<file path="src/rtl/proc_pkg.sv">
// proc_pkg: processor-wide types, widths and opcode constants shared by fetch, Ctrl and TopLevel
package proc_pkg;
   localparam int INST_W = 9;
   localparam int PC_W   = 10;
   typedef logic [INST_W-1:0] inst_t;
   typedef logic [PC_W-1:0]   pc_t;
   localparam logic [2:0] OP_LOAD  = 3'b100;
   localparam logic [2:0] OP_STORE = 3'b101;
   localparam logic [2:0] OP_HALT  = 3'b111;
   function automatic logic [2:0] opcode(input inst_t i_inst);
      return i_inst[INST_W-1:INST_W-3];
   endfunction
endpackage

</file>
<file path="src/rtl/inst_fifo.sv">
// inst_fifo: circular instruction buffer with flush; head word is forced to zero when empty
module inst_fifo #(
   parameter int W     = 19,
   parameter int DEPTH = 2
) (
   input  logic                     i_clk,
   input  logic                     i_rst_n,
   input  logic                     i_push,
   input  logic                     i_pop,
   input  logic                     i_flush,
   input  logic [W-1:0]             i_data,
   output logic [W-1:0]             o_data,
   output logic                     o_full,
   output logic                     o_empty,
   output logic [$clog2(DEPTH):0]   o_count
);
   localparam int PW = $clog2(DEPTH);
   localparam logic [PW:0] FULL_CNT = (PW+1)'(DEPTH);
   logic [W-1:0]  r_mem [DEPTH];
   logic [PW-1:0] r_wr, r_rd;
   logic [PW:0]   r_count;
   logic          w_do_pop;
   assign o_count  = r_count;
   assign o_full   = r_count == FULL_CNT;
   assign o_empty  = r_count == '0;
   assign w_do_pop = i_pop && !o_empty;
   assign o_data   = o_empty ? '0 : r_mem[r_rd];
   // storage array; the caller never pushes into a full buffer without popping
   always_ff @(posedge i_clk)
      if (i_push) r_mem[r_wr] <= i_data;
   // pointers and occupancy; flush overrides any push or pop in the same cycle
   always_ff @(posedge i_clk or negedge i_rst_n)
      if (!i_rst_n) begin
         r_wr    <= '0;
         r_rd    <= '0;
         r_count <= '0;
      end else if (i_flush) begin
         r_wr    <= '0;
         r_rd    <= '0;
         r_count <= '0;
      end else begin
         if (i_push) r_wr <= r_wr + 1'b1;
         if (w_do_pop) r_rd <= r_rd + 1'b1;
         r_count <= r_count + (PW+1)'(i_push) - (PW+1)'(w_do_pop);
      end
endmodule

</file>
<file path="src/rtl/inst_fetch.sv">
// inst_fetch: PC owner and InstROM driver feeding decode through a small FIFO, with redirect and halt
module inst_fetch import proc_pkg::*; #(
   parameter int            IW       = INST_W,
   parameter int            AW       = PC_W,
   parameter int            DEPTH    = 2,
   parameter logic [AW-1:0] RESET_PC = '0
) (
   input  logic          i_clk,
   input  logic          i_rst_n,
   output logic [AW-1:0] o_rom_addr,
   output logic          o_rom_rd,
   input  logic [IW-1:0] i_rom_data,
   output logic          o_inst_valid,
   input  logic          i_inst_ready,
   output logic [IW-1:0] o_inst,
   output logic [AW-1:0] o_inst_pc,
   input  logic          i_redir_en,
   input  logic [AW-1:0] i_redir_pc,
   input  logic          i_halt_req,
   output logic          o_halted
);
   localparam int CW = $clog2(DEPTH) + 1;
   localparam logic [CW:0] DEPTH_CNT = (CW+1)'(DEPTH);
   logic [AW-1:0]    r_pc, r_rd_pc;
   logic             r_epoch, r_rd_epoch, r_inflight, r_halt_seen;
   logic             w_redir, w_issue, w_push, w_pop, w_full, w_empty;
   logic [CW-1:0]    w_count;
   logic [CW:0]      w_used, w_limit;
   logic [AW+IW-1:0] w_head;
   // issue/return decisions; a pop this cycle frees a slot so streaming sustains one fetch per cycle
   always_comb begin
      w_redir = i_redir_en && !r_halt_seen && !i_halt_req;
      w_pop   = !w_empty && i_inst_ready;
      w_used  = {1'b0, w_count} + {{CW{1'b0}}, r_inflight};
      w_limit = DEPTH_CNT + {{CW{1'b0}}, w_pop};
      w_issue = i_rst_n && !r_halt_seen && !i_redir_en && (w_used < w_limit);
      w_push  = r_inflight && (r_rd_epoch == r_epoch) && (!w_full || w_pop);
   end
   // pc, epoch and in-flight read tracking; halt is sticky until reset
   always_ff @(posedge i_clk or negedge i_rst_n)
      if (!i_rst_n) begin
         r_pc        <= RESET_PC;
         r_rd_pc     <= '0;
         r_epoch     <= 1'b0;
         r_rd_epoch  <= 1'b0;
         r_inflight  <= 1'b0;
         r_halt_seen <= 1'b0;
      end else begin
         r_inflight <= w_issue;
         if (w_issue) begin
            r_rd_pc    <= r_pc;
            r_rd_epoch <= r_epoch;
         end
         if (w_redir) begin
            r_pc    <= i_redir_pc;
            r_epoch <= !r_epoch;
         end else if (w_issue) r_pc <= r_pc + 1'b1;
         if (i_halt_req) r_halt_seen <= 1'b1;
      end
   inst_fifo #(.W(AW+IW), .DEPTH(DEPTH)) u_fifo (
      .i_clk   (i_clk),
      .i_rst_n (i_rst_n),
      .i_push  (w_push),
      .i_pop   (w_pop),
      .i_flush (w_redir),
      .i_data  ({r_rd_pc, i_rom_data}),
      .o_data  (w_head),
      .o_full  (w_full),
      .o_empty (w_empty),
      .o_count (w_count)
   );
   assign o_rom_addr   = r_pc;
   assign o_rom_rd     = w_issue;
   assign o_inst_valid = !w_empty;
   assign {o_inst_pc, o_inst} = w_head;
   assign o_halted     = r_halt_seen && !r_inflight;
endmodule

</file>
<file path="config.mk">
export PLATFORM = sky130hd
export DESIGN_NAME = inst_fetch
export DESIGN_NICKNAME = d
export VERILOG_FILES = /design/src/rtl/proc_pkg.sv /design/src/rtl/inst_fifo.sv /design/src/rtl/inst_fetch.sv
export SDC_FILE = /design/constraint.sdc
export NUM_CORES = 1
export LEC_CHECK = 0
export CAP_MARGIN = 0
export CORE_AREA = 5 5 100 102
export CTS_CLUSTER_SIZE = 25
export DETAILED_ROUTE_END_ITERATION = 8
export DIE_AREA = 0 0 105 107
export GPL_TIMING_DRIVEN = 1
export RECOVER_POWER = 50
export SLEW_MARGIN = 0
export SYNTH_ARGS = -nofsm -noshare
export SYNTH_HDL_FRONTEND = slang
export SYNTH_SLANG_ARGS = --single-unit
</file>
<file path="constraint.sdc">
create_clock -name i_clk -period 1.9 [get_ports i_clk]
set_input_delay 0.19 -clock i_clk [delete_from_list [all_inputs] [get_ports i_clk]]
set_output_delay 0.19 -clock i_clk [all_outputs]
set_load 0.05 [all_outputs]
</file>
==> results.yml, run 1 <==
drt:
  drtPass1Iterations: 4
  wirelength_um: 5700
  dr_total_vias: 1806
  via_per_inst: 4.53
  initialDrtViolationCount: 28
  route.detailed.drc: 0
  wl_per_cell_um: 14.3
  antenna_left: 0
clock_tree:
  clkSinkCount: 66
  cts_tree: "built"
  postCtsHoldBufs: 0
  htree_levels: 3
  numCtsBuffers: 9
  clk_latency_ns: 0.33
  clockBufferDepth: 2
  clk_pin_slew_ns: 0.06
  clockRootBuffer: "clkbuf_8"
pwr:
  power_density_nw_per_um2: 1300
  leakage_uw: 0.00171
  ir_drop_mv: 0.566
worst_setup_path:
  crit_type: "flip-flop to primary output"
  critPathMaxFanout: 2
  r2r_start: "u_fifo.o_count[0]"
  rrSetupSlack_ns: -0.15
  crit_path_start_kind: "flip-flop"
  crit_chain: "ha_2 > ha_4 > or4b_4 > clkinv_4 > nand2_8 > clkinvlp_4 > buf_12"
  worstRegToRegCells: 8
  worstSetupEndpointType: "primary output"
  slowest_delay_ns: 0.50
  worstPathRequired_ns: 1.71
  arrival_ns: 1.93
  reg2reg_to: "o_rom_addr[9]"
  cp_slowest_cell: "or4b_4"
place:
  numPortBuffers: 55
  dp_slack_ns: -0.0994
  post-place-cells: 378
  dpl.hpwl_um: 3850
  gp_congestion: 0.745
grt:
  antenna_found_initial: 0
  grt_max_degree: 29
  grt_pass1_vias: 1979
  grtUsageTotal: 0.107
  grt_pass1_wl_um: 9360
  grt_overflow_total: 0
synthesis:
  synthTopCellsByArea: "edfxtp_1 (41%), dfrtp_1 (25%), mux2i_1 (7.1%)"
  yosysSeqAreaShare: 0.656
  yosysTopAreaCell: "edfxtp_1"
  synthCells: 203
  synth_seq_cells: 66
  synth_cell_types: 28
  synth_area_um2: 2810
  synthesis.nets: 232
  synth_top_area_frac: 0.407
  yosysWarningCount: 0
  synth.avg_cell_area_um2: 13.8
status:
  violations: "negative setup slack"
  status: "finished with violations"
floorplan:
  die_x_um: 105
  io_pins: 56
  dieHeight_um: 107
  fp.coreArea_um2: 9020
  row_count: 35
  die_area_um2: 11200
  start_util: 0.311
timing:
  setup_slack_ns: -0.217
  fin_skew_ns: 0.00425
  setup_viol: 22
  tightestPinTransition_ns: 0.697
  rsz0062_at_grt: "true"
  finalHoldViolCount: 0
  fin_tns_setup_ns: -2.40
  timing.final.crit_share: 1.11
  fmax_mhz: 472
  period_minus_slack_ns: 2.12
  slew_viol_final: 0
  slew_headroom: 0.536
min_path:
  holdPathStages: 3
  min_path_type: "primary input to flip-flop"
  hold_path.startpoint: "i_redir_pc[7]"
  min_to: "o_rom_addr[7]"
cells_and_area:
  syn_to_final_growth_pct: 45.8
  num-fill-cells: 823
  fin_cells: 399
  fin_util: 0.454
  layout.nets: 312
  diodes: 0
  drive_gt1_frac: 0.288
flow_run:
  drv_cap: 0
-- area by class of cell --
class	instances	area, um^2	area share
multi-input cells	123	965	0.236
clock buffers	12	135	0.0330
flip-flops and latches	66	1840	0.450
well taps	111	139	0.0339
repair buffers	76	933	0.228
clock inverters	4	42.5	0.0104
inverters	7	35.0	0.00856
-- stage by stage --
stage	total power [uW]	hold slack, ns	area (um^2)
finish	5330	0.401	4090
global route	5590	0.401	4090
CTS	5390	0.316	4040
detailed placement	4270	0.466	3810
global placement	4250	0.455	3810
floorplan	3060	-0.106	2810
-- cell usage in the layout, fill, tap and decap left out, types with 2 or more instances in the layout --
master | synthesis | layout
and3_1 | 2 | 2
buf_12 | 0 | 22
buf_4 | 0 | 16
buf_6 | 1 | 3
clkbuf_1 | 6 | 4
clkbuf_2 | 0 | 2
clkbuf_8 | 0 | 9
clkdlybuf4s50_1 | 0 | 20
clkinv_1 | 0 | 2
dfrtp_1 | 28 | 28
dlygate4sd3_1 | 0 | 10
dlymetal6s2s_1 | 0 | 2
edfxtp_1 | 38 | 38
ha_1 | 5 | 3
inv_1 | 6 | 5
mux2_2 | 4 | 4
mux2_4 | 7 | 7
mux2i_1 | 20 | 20
nand2_1 | 13 | 13
nand3_1 | 6 | 3
nand3_2 | 0 | 3
nand4_1 | 2 | 2
nor2_1 | 28 | 24
nor2_2 | 0 | 3
nor2_4 | 1 | 2
nor2b_1 | 2 | 2
o21ai_1 | 8 | 9
xnor2_1 | 2 | 2
xor2_1 | 13 | 12
-- critical path: cells and delay by family (launching register included) --
kind	cells	cell delay (ns)
buffers and inverters	3	0.31
adder cells (fa/ha/maj)	2	0.35
AND/OR/NAND/NOR	2	0.55
flip-flops	1	0.38
-- registers in the layout, indices dropped and copies added, names as in the netlist --
register        count
r_rd_pc            10
u_fifo.r_mem       38
u_fifo.r_rd         1
u_fifo.r_wr         1
r_halt_seen         1
r_inflight          1
o_rom_addr         10
r_rd_epoch          1
r_epoch             1
u_fifo.o_count      2
-- Yosys cell counts --
master,instances
a21oi_1,1
and2_1,1
and3_1,2
and4_1,1
buf_6,1
clkbuf_1,6
clkinv_4,1
dfrtp_1,28
edfxtp_1,38
ha_1,5
inv_1,6
mux2_2,4
mux2_4,7
mux2i_1,20
nand2_1,13
nand2_4,1
nand3_1,6
nand4_1,2
nor2_1,28
nor2_4,1
nor2b_1,2
o21ai_0,3
o21ai_1,8
o21ai_4,1
or2_2,1
or4b_4,1
xnor2_1,2
xor2_1,13
-- timing repair --
| item | 4_1_cts | 5_1_grt |
|---|---|---|
| pin swaps | 5 | 6 |
| gates resized for setup | 9 | 9 |
| endpoints found under the setup margin | 21 | 24 |
| gates cloned | 0 | 0 |
| setup buffers | 3 | 2 |
-- where the power goes --
part / switching (uW) / total [uW] / internal [uW]
logic: 1440 / 2580 / 1140
clock network: 484 / 1080 / 597
registers: 80.5 / 1670 / 1590
-- how the worst max path moves through the flow --
stage / from / end / slack [ns] / depth (start not counted)
3_5_place_dp: r_inflight / o_rom_rd / -0.1 / 7
6_report: u_fifo.o_count[0] / o_rom_rd / -0.22 / 7
3_3_place_gp: r_inflight / o_rom_rd / -0.09 / 7
2_1_floorplan: r_epoch / u_fifo.r_mem[1][0] / -0.10 / 4
4_1_cts: u_fifo.o_count[0] / o_rom_rd / -0.28 / 7
5_1_grt: u_fifo.o_count[0] / o_rom_rd / -0.28 / 7
-- metal layers --
layer  share of wire  vias to the layer above  GRT usage
met4           0.023                        0     0.0493
met1            0.43                      870      0.127
met3           0.043                       12     0.0277
met5               0                        -          0
met2            0.51                       50      0.181
li1                -                      874          -
-- kinds of logic after synthesis --
family | after synthesis | share of synthesized area
compound gates | 13 | 0.0272
xor+xnor | 15 | 0.0468
fa+ha+maj | 5 | 0.0223
buf+inv | 14 | 0.0232
flops | 66 | 0.656
mux | 31 | 0.125
simple gates | 59 | 0.0994
No activity file was read; power rests on OpenSTA's default activity.
==> run 2, diff against run 1 <==
- SLEW_MARGIN: 0 -> unset
==> results of run 2 <==
Same layout as run 1: the final DEF is identical, and so are final timing and power.
==> run 3, diff against run 2 <==
- RECOVER_POWER: 50 -> 25
==> run 3 against run 2 <==
Effect of this change: the run still ends with negative setup slack left; first-iteration DRC count unchanged; worst setup slack about the same; sequential share of layout area shrank 0.069 points; core utilization increased by 0.069 points; clock skew is essentially flat; sequential power about the same; worst hold slack is essentially flat; combinational power hardly changed; largest cell class unchanged; largest power group unchanged; highest routed layer unchanged.
==> results.yml, run 3 (synthesis results as in run 1) <==
status:
  status: "finished with violations"
  violations: "negative setup slack"
drt:
  wl_met3_um: 247
  dr_total_vias: 1807
  wl_per_cell_um: 14.3
  met2_length_um: 2890
  highest_layer: "met4"
  m1WireLength_um: 2430
  antenna_left: 0
  wirelength_um: 5700
  via_per_inst: 4.53
  initialDrtViolationCount: 28
  route.detailed.drc: 0
  drtPass1Iterations: 4
cells_and_area:
  drive_gt1_frac: 0.292
  layout.nets: 312
  top_register: "u_fifo.r_mem"
  largest_reg_flops: 38
  final_common_cell: "edfxtp_1"
  final_cell_mix: "edfxtp_1 (38), dfrtp_1 (28), nor2_1 (24), buf_12 (22)"
  diodes: 0
  fin_util: 0.454
  syn_to_final_growth_pct: 46.0
floorplan:
  start_util: 0.311
  dieHeight_um: 107
  die_area_um2: 11200
  io_pins: 56
  fp.coreArea_um2: 9020
  row_count: 35
  die_x_um: 105
timing:
  slew_viol_final: 0
  timing.final.crit_share: 1.11
  setup_viol: 22
  slew_headroom: 0.536
  rsz0062_at_grt: "true"
  setup_slack_ns: -0.218
  fmax_mhz: 472
  hold_slack_ns: 0.401
  period_minus_slack_ns: 2.12
  finalHoldViolCount: 0
  tightestPinTransition_ns: 0.697
  fin_skew_ns: 0.00422
worst_setup_path:
  worstSetupEndpointType: "primary output"
  worstPathRequired_ns: 1.71
  crit_path_start_kind: "flip-flop"
  arrival_ns: 1.93
  critPathMaxFanout: 2
  crit_type: "flip-flop to primary output"
clock_tree:
  htree_levels: 3
  clk_pin_slew_ns: 0.06
  clockRootBuffer: "clkbuf_8"
  clockBufferDepth: 2
  clk_latency_ns: 0.33
  cts_tree: "built"
  numCtsBuffers: 9
  clkSinkCount: 66
  postCtsHoldBufs: 0
grt:
  grt_pass1_wl_um: 9360
  grt_max_degree: 29
  grtUsageTotal: 0.107
  grt_pass1_vias: 1979
  grt_overflow_total: 0
  antenna_found_initial: 0
pwr:
  power_density_nw_per_um2: 1300
  ir_drop_mv: 0.565
  leakage_uw: 0.00172
place:
  gp_congestion: 0.745
  numPortBuffers: 55
  dpl.hpwl_um: 3850
min_path:
  min_path_type: "primary input to flip-flop"
flow_run:
  drv_cap: 0
run 3: final cells by class:
class,instances,area [um^2]
fillers,820,4920
flip-flops and latches,66,1840
multi-input cells,123,965
repair buffers,76,940
well taps,111,139
clock buffers,12,135
clock inverters,4,42.5
inverters,7,35.0
run 3: through the flow:
stage	std cells	cell area (um^2)	worst slack, ns	total power [uW]	setup TNS (ns)
after floorplan	203	2810	-0.100	3060	-4.54
after global placement	378	3810	-0.0857	4250	-0.808
after detailed placement	378	3810	-0.0994	4270	-1.25
after CTS	397	4040	-0.282	5390	-3.14
after global routing	399	4100	-0.282	5590	-3.73
final	399	4100	-0.218	5330	-2.30
run 3: what timing repair did:
item	in CTS	in global routing
setup buffers	3	2
endpoints found under the setup margin	21	24
pin swaps	5	6
resized for setup	9	9
run 3: layer usage:
layer | GRT usage | vias up
li1 | - | 874
met1 | 0.127 | 871
met2 | 0.181 | 50
met3 | 0.0277 | 12
met4 | 0.0493 | 0
met5 | 0 | -
run 3: critical path, cell delays in order, from the launching register on:
cell and delay, ns:
dfrtp_1 0.38, ha_2 0.20, ha_4 0.15, or4b_4 0.50, clkinv_4 0.09, nand2_8 0.05, clkinvlp_4 0.09, buf_12 0.13
run 3: where the power goes:
group | internal [uW] | switching [uW] | leakage [uW]
clock | 597 | 484 | 0.0000894
combinational | 1140 | 1440 | 0.000918
sequential | 1590 | 80.5 | 0.000711
total | 3330 | 2000 | 0.00172
run 3: worst paths after layout:
kind | start | to | slack (ns) | depth (start not counted)
max reg2reg | u_fifo.o_count[0] | o_rom_addr[9] | -0.14 | 8
max | u_fifo.o_count[0] | o_rom_rd | -0.22 | 7
max in group asynchronous | i_rst_n | u_fifo.o_count[0] | 0.96 | 2
min reg2reg | r_rd_pc[0] | u_fifo.r_mem[1][9] | 0.48 | 0
min in group asynchronous | i_rst_n | o_rom_addr[5] | 0.49 | 2
min | i_redir_pc[7] | o_rom_addr[7] | 0.40 | 3
==> RTL edit (settings of run 1) <==
Make the reset (`i_rst_n`) synchronous in 2 clocked blocks.
--- a/src/rtl/inst_fifo.sv
+++ b/src/rtl/inst_fifo.sv
@@ -31,3 +31,3 @@
    // pointers and occupancy; flush overrides any push or pop in the same cycle
-   always_ff @(posedge i_clk or negedge i_rst_n)
+   always_ff @(posedge i_clk)
       if (!i_rst_n) begin
--- a/src/rtl/inst_fetch.sv
+++ b/src/rtl/inst_fetch.sv
@@ -39,3 +39,3 @@
    // pc, epoch and in-flight read tracking; halt is sticky until reset
-   always_ff @(posedge i_clk or negedge i_rst_n)
+   always_ff @(posedge i_clk)
       if (!i_rst_n) begin
Formal check against the unedited RTL: differs if i_rst_n is asserted again (counterexample within 4 cycles, from zero or initial values and one cycle with i_rst_n low); with i_rst_n held inactive, the same outputs for 10 cycles.
==> RTL edit against run 1 <==
  * The run still ends with negative setup slack left
  * Register-to-register slack better by 0.13 ns
  * Sequential cell count up 1
  * Global-route usage is 1.5 points higher
  * Area after synthesis is 0.27% lower
  * Routed wire length is 17% higher
  * Cell area fell by 2.8%
  * Critical path depth decreased by 1
  * Critical path type unchanged
  * Combinational power is 44% lower
  * Sequential share of layout area is 1.7 points lower
  * First-iteration DRC count rose to 3.8 times the old value
  * Non-clock buffer count rose by 6
  * Power shrank 12%
  * Worst setup slack gained 0.11 ns
  * Largest cell class unchanged
==> RTL edit: results (changes against run 1) <==
Pre-CTS WS - -0.2040 ns (-0.1047 ns)
Starting DRT DRC Count - 106 (+280%)
Pin count of the biggest net entering global routing - 21 (-28%)
Final setup fails - 2 (-91%)
GRT Total Usage - 12.15% (+1.5 points)
Routability cong. - 0.8182 (+9.9%)
Mapped Nets - 276 (+19%)
Ratio of cells with drive above 1 in the final layout - 27.27% (-1.5 points)
Post-synthesis sequential area ratio - 61.51% (-4.1 points)
Yosys warning total - 0 (unchanged)
First-pass GRT wire length - 10910 um (+17%)
Vias - 2178 (+21%)
Filler cells - 865 (+5.1%)
Synth area leaders - edfxtp_1 41%, dfxtp_1 21%, mux2i_1 6.8%
Max reg flops - 38 (unchanged)
GRT overflow - 0 (unchanged)
Async S/R FF share, synth - 0% (-42 points)
Peak supply drop - 369.1 uV (-35%)
CP Data Arrival Time - 1.81 ns (-0.12 ns)
Final WL - 6666 um (+17%)
Leakage - 0.001400 uW (-18%)
Vias in the first global route - 2114 (+6.8%)
Worst Tran Pin Value - 0.6243 ns (-0.07238 ns)
Post-synthesis cell type count - 34 (+21%)
Outcome - finished, violations left
Largest Register - u_fifo.r_mem
Setup_tns - -0.1194 ns (+2.277 ns)
Synth top cells by count - 38 x edfxtp_1, 33 x nor2_1, 29 x dfxtp_1
DP Area - 3844 sq um (+0.85%)
Worst Clk Skew - 0.006737 ns (+0.002491 ns)
Min-Delay Path Class - flop to flop
CTS Buffer Depth - 2 (unchanged)
Fin nets - 354 (+13%)
Failing checks - negative setup slack
Fin worst setup slack - -0.1030 ns (+0.1145 ns)
HPWL after detailed placement - 4508 um (+17%)
-- RTL edit: changes by cell type after synthesis, sizes merged, moves of 10 or more --
cell,run 1,this run
nand3,6,16
o21ai,12,25
dfxtp,0,29
dfrtp,28,0
xor2,13,1
mux2,11,0
a21oi,1,11
-- RTL edit: path summary, 6_finish.rpt --
check        slack (ns)                   to       start  cells past startpoint
min                0.44  u_fifo.r_mem[0][14]  r_rd_pc[5]                      0
max reg2reg       -0.02        o_rom_addr[4]  r_inflight                      7
min reg2reg        0.44  u_fifo.r_mem[0][14]  r_rd_pc[5]                      0
max               -0.10             o_rom_rd  r_inflight                      6
-- RTL edit: what timing repair did --
action                     in CTS  in global routing
setup endpoints to repair      44                 10
pin swaps                       8                  7
resized for setup               7                  8
setup buffers                   6                  3
-- RTL edit: cell type report --
cell class	count	share of cell area (%)
clock buffer	11	3.553
inverter	6	0.5660
sequential	67	43.36
multi-input combinational	159	27.58
tap	111	3.491
clock inverter	5	3.145
timing repair buffer	82	18.30
-- RTL edit: worst max-delay path, cell delays in order (launching register included) --
cell,delay [ns]
dfxtp_2,0.34
ha_4,0.16
ha_4,0.17
or4_4,0.43
buf_6,0.14
nor2_4,0.10
buf_12,0.14
-- RTL edit: cell families after synthesis --
group / share of synthesized area, %
AO/OA/AOI/OAI: 10.64
XOR/XNOR: 1.878
AND/OR/NAND/NOR: 14.08
multiplexers: 6.795
flip-flops: 61.51
buffers and inverters: 2.861
adder cells (fa/ha/maj): 2.235
-- RTL edit: power breakdown --
part / internal, uW / switching, uW / leakage, uW
combinational: 499 / 938 / 0.000691
sequential: 1630 / 71.9 / 0.000575
clock: 1040 / 518 / 0.000134
total: 3160 / 1530 / 0.00140
-- RTL edit: metal layers --
metal	up-vias	part of all wire [%]	GRT usage, %
met2	81	48	18.97
met1	1019	44	15.45
met5	-	0	0
met4	0	1.4	5.114
li1	1068	-	-
met3	10	6.6	3.974
-- RTL edit: metrics by stage --
stage | util (%) | std cells | hold WS (ns)
final | 44.11 | 441 | 0.4440
after global routing | 44.11 | 441 | 0.4612
after CTS | 46.37 | 440 | 0.4275
after floorplan | - | 247 | 0.2889
after detailed placement | 42.61 | 418 | 0.4343
after global placement | 42.61 | 418 | 0.4289
